`src/rtl/console_pkg.sv`:
```
// Shared constants, control codes and controller state encoding for the
// 80x25 text console write path.
package console_pkg;
    localparam int COLS   = 80;
    localparam int ROWS   = 25;
    localparam int ADDR_W = 11;

    localparam logic [7:0] BLANK = 8'h20;
    localparam logic [7:0] CH_CR = 8'h0D;
    localparam logic [7:0] CH_LF = 8'h0A;
    localparam logic [7:0] CH_BS = 8'h08;
    localparam logic [7:0] CH_FF = 8'h0C;

    localparam logic [6:0] COL_LAST = 7'(COLS - 1);
    localparam logic [4:0] ROW_LAST = 5'(ROWS - 1);

    typedef enum logic [1:0] {
        IDLE,
        CLR_LINE,
        CLR_SCREEN
    } state_t;
endpackage

```
`src/rtl/text_addr_calc.sv`:
```
// Row/column to text RAM address, row*80 + col built as (row<<6)+(row<<4)+col.
module text_addr_calc
    import console_pkg::*;
(
    input  logic [4:0]        row,
    input  logic [6:0]        col,
    output logic [ADDR_W-1:0] addr
);
    assign addr = ADDR_W'({row, 6'b0}) + ADDR_W'({row, 4'b0}) + ADDR_W'(col);
endmodule

```
`src/rtl/text_console_writer.sv`:
```
// Byte-stream to text RAM writer: cursor tracking, CR/LF/BS/FF handling,
// and blanking of the screen (after reset/FF) or of the row entered on wrap.
module text_console_writer
    import console_pkg::*;
(
    input  logic              clk,
    input  logic              reset,
    input  logic [7:0]        char_data,
    input  logic              char_valid,
    output logic              char_ready,
    output logic [ADDR_W-1:0] write_address,
    output logic [7:0]        write_data,
    output logic              write_en,
    output logic [6:0]        cursor_col,
    output logic [4:0]        cursor_row,
    output logic              busy
);
    state_t            state, state_n;
    logic [6:0]        col_n, clr_col, clr_col_n, calc_col;
    logic [4:0]        row_n, clr_row, clr_row_n, calc_row;
    logic [ADDR_W-1:0] calc_addr, wa_n;
    logic [7:0]        wd_n;
    logic              we_n, newline;

    text_addr_calc u_addr (
        .row  (calc_row),
        .col  (calc_col),
        .addr (calc_addr)
    );

    always_ff @(posedge clk) begin
        if (reset) begin
            state         <= CLR_SCREEN;
            cursor_col    <= '0;
            cursor_row    <= '0;
            clr_col       <= '0;
            clr_row       <= '0;
            write_en      <= 1'b0;
            write_address <= '0;
            write_data    <= '0;
            char_ready    <= 1'b0;
            busy          <= 1'b1;
        end else begin
            state         <= state_n;
            cursor_col    <= col_n;
            cursor_row    <= row_n;
            clr_col       <= clr_col_n;
            clr_row       <= clr_row_n;
            write_en      <= we_n;
            write_address <= wa_n;
            write_data    <= wd_n;
            char_ready    <= (state_n == IDLE);
            busy          <= (state_n != IDLE);
        end
    end

    always_comb begin
        state_n   = state;
        col_n     = cursor_col;
        row_n     = cursor_row;
        clr_col_n = clr_col;
        clr_row_n = clr_row;
        we_n      = 1'b0;
        wa_n      = write_address;
        wd_n      = write_data;
        newline   = 1'b0;
        calc_row  = cursor_row;
        calc_col  = cursor_col;

        // One address calculator serves both the clear walk and the cursor.
        if (state != IDLE) begin
            calc_row = clr_row;
            calc_col = clr_col;
        end else if (char_data == CH_BS) begin
            calc_col = cursor_col - 7'd1;
        end

        case (state)
            IDLE: begin
                if (char_valid && char_ready) begin
                    if (char_data >= 8'h20 && char_data <= 8'h7E) begin
                        we_n = 1'b1;
                        wa_n = calc_addr;
                        wd_n = char_data;
                        if (cursor_col != COL_LAST) col_n = cursor_col + 7'd1;
                        else                        newline = 1'b1;
                    end else begin
                        case (char_data)
                            CH_CR: col_n = '0;
                            CH_LF: newline = 1'b1;
                            CH_BS: begin
                                if (cursor_col != '0) begin
                                    col_n = cursor_col - 7'd1;
                                    we_n  = 1'b1;
                                    wa_n  = calc_addr;
                                    wd_n  = BLANK;
                                end
                            end
                            CH_FF: begin
                                col_n     = '0;
                                row_n     = '0;
                                clr_col_n = '0;
                                clr_row_n = '0;
                                state_n   = CLR_SCREEN;
                            end
                            default: ;
                        endcase
                    end
                    if (newline) begin
                        col_n = '0;
                        if (cursor_row != ROW_LAST) begin
                            row_n = cursor_row + 5'd1;
                        end else begin
                            row_n     = '0;
                            clr_col_n = '0;
                            clr_row_n = '0;
                            state_n   = CLR_LINE;
                        end
                    end
                end
            end
            default: begin
                we_n = 1'b1;
                wa_n = calc_addr;
                wd_n = BLANK;
                if (clr_col == COL_LAST) begin
                    clr_col_n = '0;
                    // Line clear ends after one row; screen clear stops at 1999.
                    if (state == CLR_LINE || clr_row == ROW_LAST) state_n = IDLE;
                    else                                          clr_row_n = clr_row + 5'd1;
                end else begin
                    clr_col_n = clr_col + 7'd1;
                end
            end
        endcase
    end
endmodule

```
`config.mk`:
```
export PLATFORM = sky130hd
export DESIGN_NAME = text_console_writer
export DESIGN_NICKNAME = d
export VERILOG_FILES = /design/src/rtl/console_pkg.sv /design/src/rtl/text_addr_calc.sv /design/src/rtl/text_console_writer.sv
export SDC_FILE = /design/constraint.sdc
export NUM_CORES = 1
export LEC_CHECK = 0
export CAP_MARGIN = 30
export CORE_MARGIN = 8
export CORE_UTILIZATION = 50
export CTS_CLUSTER_SIZE = 40
export DETAILED_ROUTE_END_ITERATION = 8
export HOLD_SLACK_MARGIN = 0.05
export PLACE_DENSITY = 0.75
export SLEW_MARGIN = 20
export SYNTH_ARGS = -nofsm -noshare
export SYNTH_HDL_FRONTEND = slang
export SYNTH_SLANG_ARGS = --single-unit
```
`constraint.sdc`:
```
create_clock -name clk -period 4 [get_ports clk]
set_input_delay 0.8 -clock clk [delete_from_list [all_inputs] [get_ports clk]]
set_output_delay 0.8 -clock clk [all_outputs]
set_load 0.02 [all_outputs]
```
Word level (Yosys, flattened, before mapping)
Index checks and enable logic that the tools add are counted.
{"block": "op_classes", "addsub": 7, "multipliers": 0, "div_mod_pow": 0, "order_cmp": 2, "n_eq_ne": 16, "shifts": 0, "mux": 55, "bitwise_logic": 1, "reduce_logical": 20}
{"operator": "$mux W7", "count": 13}
{"operator": "$mux W5", "count": 13}
{"operator": "$mux W11", "count": 5}
{"operator": "$eq A8 B4 Y1 const B", "count": 4}
{"operator": "$mux W8", "count": 3}
{"operator": "$mux W2", "count": 8}
{"operator": "$add A7 B1 Y7 const B", "count": 2}
{"operator": "$pmux W7 S2", "count": 1}
{"operator": "$mux W6", "count": 2}
{"operator": "$reduce_bool A2 Y1", "count": 6}
{"operator": "$add A11 B7 Y11", "count": 1}
{"operator": "$add A11 B9 Y11", "count": 1}
{"operator": "$add A5 B1 Y5 const B", "count": 2}
{"operator": "$mux W1", "count": 10}
{"operator": "$reduce_and A3 Y1", "count": 3}
{"operator": "$ge A8 B6 Y1 const B", "count": 1}
{"operator": "$le A8 B7 Y1 const B", "count": 1}
{"operator": "$eq A7 B7 Y1 const B", "count": 1}
{"operator": "$ne A7 B7 Y1 const B", "count": 1}
{"operator": "$reduce_bool A7 Y1", "count": 1}
{"operator": "$sub A7 B1 Y7 const B", "count": 1}
{"operator": "$ne A3 B3 Y1 const B", "count": 2}
{"operator": "$eq A5 B5 Y1 const B", "count": 1}
{"operator": "$ne A5 B5 Y1 const B", "count": 1}
{"operator": "other kinds (13)", "count": 17}
{"block": "totals", "ff_bits": 48, "latchBits": 0, "ram_bits": 0, "mem_bits_ro": 0, "input_bits": 11, "output_inout_bits": 34, "memories": 0}

Longest topological paths before layout
Gate-level depths: netlist (run 1).
{"block": "depth", "ltp_word": 9, "mapped_depth": 15, "ltp_nobuf": 15}

By module
From an unflattened synthesis (run 1), not the netlist that was laid out.
{"block": "unflattened", "cells_unflattened": 377, "area_unflattened_um2": 3015.4}
{"mod": "text_console_writer", "n_inst": 1, "cells_each": 345, "area_each_um2": 2716.4, "seq_area_each_um2": 960.9}
{"mod": "text_addr_calc", "n_inst": 1, "cells_each": 32, "area_each_um2": 299.0, "seq_area_each_um2": 0.0}

Least setup slack after synthesis (run 1)
OpenSTA, ideal clock, no wires.
{"block": "synth_timing", "path_type": "input-to-reg", "startpoint": "input char_data[4]", "endpoint": "register write_address[9]", "setup_ns": 0.071, "arrival_ns": 3.409, "required_ns": 3.929, "setup_slack_ns": 0.520, "cell_stages": 13, "path_cell_list": "nor4_1 > buf_2 > nand2_1 > nor2_1 > xnor2_1 > o21ai_0 > fa_1 > fa_1 > a21o_1 > a21oi_1 > xnor2_1 > nand2_1 > a21oi_1"}
{"block": "synth_between", "elab_chain_cells": 9}
{"item": "from (decl)", "line": "text_console_writer.sv:8", "text": "input logic [7:0] char_data,"}
{"item": "$eq A8 B4 Y1", "line": "text_console_writer.sv:74, text_console_writer.sv:88"}
{"item": "$mux W7", "line": "text_console_writer.sv:74", "text": "end else if (char_data == CH_BS) begin"}
{"item": "$mux W7", "line": "text_console_writer.sv:71", "text": "if (state != IDLE) begin"}
{"item": "$add A11 B7 Y11", "line": "text_addr_calc.sv:9", "text": "assign addr = ADDR_W'({row, 6'b0}) + ADDR_W'({row, 4'b0}) + ADDR_W'(col);"}
{"item": "$mux W11", "line": "text_console_writer.sv:92", "text": "if (cursor_col != '0) begin"}
{"item": "$mux W11", "line": "text_console_writer.sv:88", "text": "case (char_data)"}
{"item": "$mux W11", "line": "text_console_writer.sv:81", "text": "if (char_data >= 8'h20 && char_data <= 8'h7E) begin"}
{"item": "$mux W11", "line": "text_console_writer.sv:80", "text": "if (char_valid && char_ready) begin"}
{"item": "$mux W11", "line": "text_console_writer.sv:78", "text": "case (state)"}
{"item": "to (signal assigned)", "line": "text_console_writer.sv:50", "text": "write_address <= wa_n;"}
{"item": "to (decl)", "line": "text_console_writer.sv:11", "text": "output logic [ADDR_W-1:0] write_address,"}
Parallel ways exist; a longest one is shown, timed or not. The select of a mux whose other input is x is not followed.
A chain may end at the register's enable or synchronous reset.

Final worst setup path (run 1)
{"block": "layout_timing", "startpoint": "input char_data[5]", "endpoint": "register write_address[10]"}
Same word-level chain as after synthesis.

==> results of run 1 <==
==> registers in the layout, indices dropped and copies added (netlist names) <==
name / cells
state: 2
char_ready: 1
write_en: 1
write_data: 8
write_address: 11
cursor_col: 7
busy: 1
clr_row: 5
cursor_row: 5
clr_col: 7
==> through the flow <==
| stage | instance area [µm²] | setup WS [ps] | hold slack [ps] | std cells | power, mW |
|---|---|---|---|---|---|
| finish | 3620 | 328 | 469 | 482 | 0.932 |
| global route | 3620 | 7.68 | 500 | 482 | 0.965 |
| CTS | 3600 | 141 | 469 | 482 | 0.942 |
| detailed placement | 3480 | -102 | 458 | 474 | 0.567 |
| global placement | 3480 | 76.1 | 456 | 474 | 0.565 |
| floorplan | 2950 | 520 | 466 | 362 | 0.533 |
==> cells by family (layout without fill, tap and decap cells) <==
logic type	after synthesis	in the layout	share of synthesized area
xor+xnor	17	17	0.0505
flops	48	48	0.326
compound gates	99	99	0.240
mux	4	4	0.0144
fa+ha+maj	18	18	0.0815
simple gates	149	149	0.248
buf+inv	27	72	0.0395
==> cells in the mapped netlist (4+ instances only) <==
cell	count
a211oi_1	5
a21o_1	4
a21oi_1	28
a22oi_1	11
a31oi_1	4
and3_1	6
buf_2	6
clkbuf_1	11
dfxtp_1	48
ha_1	16
inv_1	9
nand2_1	45
nand2b_1	4
nand3_1	16
nor2_1	45
nor3_1	6
o21ai_0	12
o21ai_1	4
or3_1	4
xnor2_1	11
xor2_1	6
==> tightest hold or removal path: stages, from the launching register on <==
cell	delay [ps]
dfxtp_1	320
nand3_1	60
a21oi_1	50
==> layout make-up <==
type                    count  area share
flip-flops and latches     48       0.265
clock buffers               6      0.0228
well taps                  75      0.0259
multi-input cells         287       0.522
inverters                   9     0.00933
clock inverters             2      0.0107
repair buffers             55       0.144
==> layer usage <==
metal  vias up  track usage  wire length, µm
met5         -            0                0
met4         0       0.0497               75
met3         8       0.0275              377
met2        65        0.316             3690
met1      1319        0.230             3560
li1       1396            -                -
==> power by group <==
part	internal, mW	switching [mW]
Combinational	0.0315	0.0386
Clock	0.205	0.170
Sequential	0.483	0.00423
==> path summary, 6_finish.rpt <==
check	from	to	slack (ps)
max	char_data[5]	write_address[10]	330
min	write_address[9]	write_address[9]	470
max reg2reg	cursor_col[0]	write_address[10]	580
min reg2reg	write_address[9]	write_address[9]	470
==> what timing repair did <==
item,CTS,global route
resized for setup,0,5
setup buffers,0,0
setup endpoints to repair,0,1
==> results_dict.tcl, run 1 <==
set metrics [dict create \
    mostFrequentLayoutCells "dfxtp_1 (48), nor2_1 (45), nand2_1 (45)" \
    regArea_um2 961 \
    grtUsageTotal 0.183 \
    cts_sinks 48 \
    layout.nets 435 \
    core_um2 5820 \
    die-area_um2 8610 \
    fin_skew_ps 3.12 \
    end_kind "register" \
    synth_cell_type_count 62 \
    leakage_nw 1.40 \
    vias 2788 \
    maxSlewHeadroom 0.399 \
    synth_edf_count 0 \
    num_rows 28 \
    multi_input_area_um2 1890 \
    insertedDiodeCount 0 \
    final.min_clock_period_ps 3670 \
    synthFlopType "dfxtp_1" \
    drive_above_1_share 0.0983 \
    tns_ps 0 \
    worst_slew_pin_slew_ps 898 \
    powerDensity_nw_per_um2 257 \
    cts_hold_buf 0 \
    floorplan.initialDensity 0.507 \
    peakVddDrop_v 0.000150 \
    synth_area_leader_cell "dfxtp_1" \
    dr.pass1.iters 4 \
    syn_to_final_growth_pct 22.9 \
    whs_path_depth 2 \
    grt_pass1_vias 2732 \
    max_stage_delay_ps 530 \
    r2r_cells 15 \
    die_y_um 92.8 \
    cpMostUsedCell "xnor2_1" \
    syn-num-nets 391 \
    cp_num_cells 14 \
    synthArstFlopShare 0 \
    path_delay_family "adder cells" \
    final_common_cell "dfxtp_1" \
    clk_pin_slew_ps 90 \
    worstSetupStartpointType "input pin" \
    drt_iter0_markers 117 \
    worstSetupPathType "input pin to register" \
    slowest_stage "fa_1" \
    synthCells 362 \
    hpwl_mm 5.64 \
    crit_required_ps 4220 \
    drv_cap 0 \
    cts_buffers 5 \
    nFillCells 517 \
    synth_seq_area_share 0.326 \
    wl_per_cell_um 16.0 \
    die_x_um 92.8 \
    yosys_warnings 0 \
    clockBufferDepth 2 \
    grt_antenna_before_repair 0 \
    wl_mm 7.70 \
    syn_area_um2 2950 \
    viasPerCell 5.78 \
    critPathArrivalTime_ps 3890 \
    ioPinCount 45 \
    status "completed" \
    rsz0062_at_grt "false" \
    cts_tree "yes" \
    root_buffer "clkbuf_8" \
    overflow 0 \
    final_max_slew_viol_count 0 \
    final-setup-viol-count 0 \
    finalHoldViolCount 0 \
    post-route-util 0.623 \
    period_share 0.918 \
    clk_latency_ps 300 \
    grt_first_pass_wirelength_mm 13.2 \
    yosys_register_bits 48 \
    synthTopCellsByArea "dfxtp_1 (33%), ha_1 (6.8%), nand2_1 (5.7%)" \
    fmax_mhz 272 \
    crit_chain "clkdlybuf4s50_1 -> nor4_4 -> nand2_1 -> nor2_1 -> xnor2_1 -> o21ai_2 -> fa_1 -> ha_1 -> a21oi_1 -> o21ai_0 -> o21ai_1 -> nand2b_1 -> xnor2_1 -> a211oi_1" \
    crit_buf_inv 1 \
    worstPathMaxFanout 4 \
    syn_avg_cell_area_um2 8.14 \
    synth.top_cell.area_share 0.326 \
    globalplace.congestion 0.899 \
    htreeDepth 2 \
    min-delay-path-class "register to register" \
    grt_max_degree 41 \
    drcViolationCount 0 \
    portBuffers 44 \
    ant_nets 0 \
]
(Power assumes the default switching activity.)
==> inputs of run 2 (changes only) <==
- TNS_END_PERCENT: unset -> 50
==> results of run 2 <==
The final DEF is identical to that of run 1; final timing and power are the same.
==> inputs of run 3 (changes only) <==
- REMOVE_ABC_BUFFERS: unset -> 1
==> results_dict.tcl, run 3 (same netlist as run 1, synthesis figures left out) <==
set metrics [dict create \
    wl_mm 7.65 \
    p_sw_frac 0.231 \
    final-setup-viol-count 0 \
    leakage_nw 1.39 \
    rsz0062_at_grt "false" \
    drt_iter0_markers 173 \
    combPwrFrac 0.076 \
    place_inst 476 \
    status "completed" \
    crit_required_ps 4220 \
    num_rows 28 \
    critPathArrivalTime_ps 3880 \
    root_buffer "clkbuf_8" \
    worstSetupPathType "input pin to register" \
    drv_cap 0 \
    nFillCells 537 \
    largestRegisters "write_address (11), write_data (8)" \
    cpMostUsedCell "o21ai_0" \
    final_cells 484 \
    whs_path_depth 2 \
    peakVddDrop_v 0.000147 \
    end_kind "register" \
    power_mw 0.908 \
    core_um2 5820 \
    clk_latency_ps 310 \
    top_register "write_address" \
    portBuffers 44 \
    cts_sinks 48 \
    mostFrequentLayoutCells "dfxtp_1 (48), nor2_1 (45), nand2_1 (45)" \
    vias 2833 \
    clockBufferDepth 2 \
    grt_antenna_before_repair 0 \
    finalHoldViolCount 0 \
    regArea_um2 961 \
    max_stage_delay_ps 500 \
    post-route-util 0.622 \
    grt_first_pass_wirelength_mm 13.3 \
    dp_slack_ps -54.2 \
    placed_area_um2 3500 \
    setup_ws_ps 336 \
    period_share 0.916 \
    grtUsageTotal 0.186 \
    hold_ws_ps 475 \
    htreeDepth 2 \
    wl_per_cell_um 15.8 \
    switchingPower_mw 0.210 \
    hp-start "write_address[9]" \
    r2r_cells 16 \
    cts_buffers 5 \
    cts_hold_buf 0 \
    multi_input_area_um2 1880 \
    syn_to_final_growth_pct 22.6 \
    drcViolationCount 0 \
    maxSlewHeadroom 0.385 \
    fin_skew_ps 7.39 \
    drive_above_1_share 0.100 \
    path_delay_family "compound AO/OA/AOI/OAI gates" \
    sequentialPowerShare 0.536 \
    final.min_clock_period_ps 3660 \
    crit_chain "clkdlybuf4s50_1 -> nor4_2 -> nand2_1 -> nor2_1 -> xnor2_1 -> o21ai_0 -> fa_1 -> ha_1 -> a21oi_1 -> o21ai_0 -> o21ai_0 -> nand2b_1 -> xnor2_1 -> a211oi_1" \
    overflow 0 \
    ioPinCount 45 \
    globalplace.congestion 0.899 \
    worst_slew_pin_slew_ps 920 \
    r2r_setup_slack_ps 590 \
    powerDensity_nw_per_um2 251 \
    min-delay-path-class "register to register" \
    p_int_mw 0.698 \
    final_area_um2 3610 \
    final_max_slew_viol_count 0 \
    largest_reg_flops 11 \
    p_clk_frac 0.388 \
    viasPerCell 5.85 \
    min_to "write_address[9]" \
    fmax_mhz 273 \
    layout.nets 437 \
    grt_pass1_vias 2790 \
    clk_pin_slew_ps 80 \
    die_x_um 92.8 \
    worstPathMaxFanout 4 \
    cts_tree "yes" \
    insertedDiodeCount 0 \
    dr.pass1.iters 4 \
    ant_nets 0 \
    r2r-start "cursor_col[0]" \
    tns_ps 0 \
    floorplan.initialDensity 0.507 \
    slowest_stage "fa_1" \
    crit_buf_inv 1 \
    die_y_um 92.8 \
    grt_max_degree 40 \
    worstSetupStartpointType "input pin" \
    hpwl_mm 5.69 \
    die-area_um2 8610 \
    reg2reg_to "write_address[10]" \
    final_common_cell "dfxtp_1" \
]
run 3: routing by layer:
layer / GRT usage / vias up / wire length (µm)
li1: - / 1406 / -
met1: 0.238 / 1341 / 3530
met2: 0.307 / 75 / 3660
met3: 0.0372 / 11 / 341
met4: 0.0564 / 0 / 125
met5: 0 / - / 0
run 3: worst max path at each step:
| stage | from | endpoint | depth (start not counted) |
|---|---|---|---|
| floorplan | char_data[4] | write_address[9] | 12 |
| global placement | char_data[5] | write_address[9] | 13 |
| detailed placement | char_data[5] | write_address[10] | 14 |
| CTS | char_data[5] | write_address[10] | 14 |
| global route | char_data[5] | write_address[10] | 14 |
| finish | char_data[5] | write_address[10] | 14 |
run 3: cell type report:
class | instances | share of cell area
Tap cell | 75 | 0.0260
Sequential cell | 48 | 0.266
Clock buffer | 5 | 0.0190
Multi-Input combinational cell | 287 | 0.519
Inverter | 9 | 0.00935
Timing Repair Buffer | 57 | 0.149
Clock inverter | 3 | 0.0118
run 3: timing repair:
| item | in CTS | in global routing |
|---|---|---|
| endpoints found under the setup margin | 0 | 1 |
| resized for setup | 0 | 1 |
| buffers inserted | 0 | 0 |
run 3: power groups by stage:
stage          Sequential, mW  Combinational, mW  Clock (mW)
6_report                0.487             0.0694       0.352
5_1_grt                 0.488             0.0751       0.386
4_1_cts                 0.487             0.0687       0.360
3_5_place_dp            0.498             0.0682           0
3_3_place_gp            0.498             0.0673           0
2_1_floorplan           0.500             0.0268           0
run 3: worst min-delay path: cells and delay by family, from the launching register on:
kind            cells  cell delay [ps]
compound gates      1               50
flops               1              320
simple gates        1               60
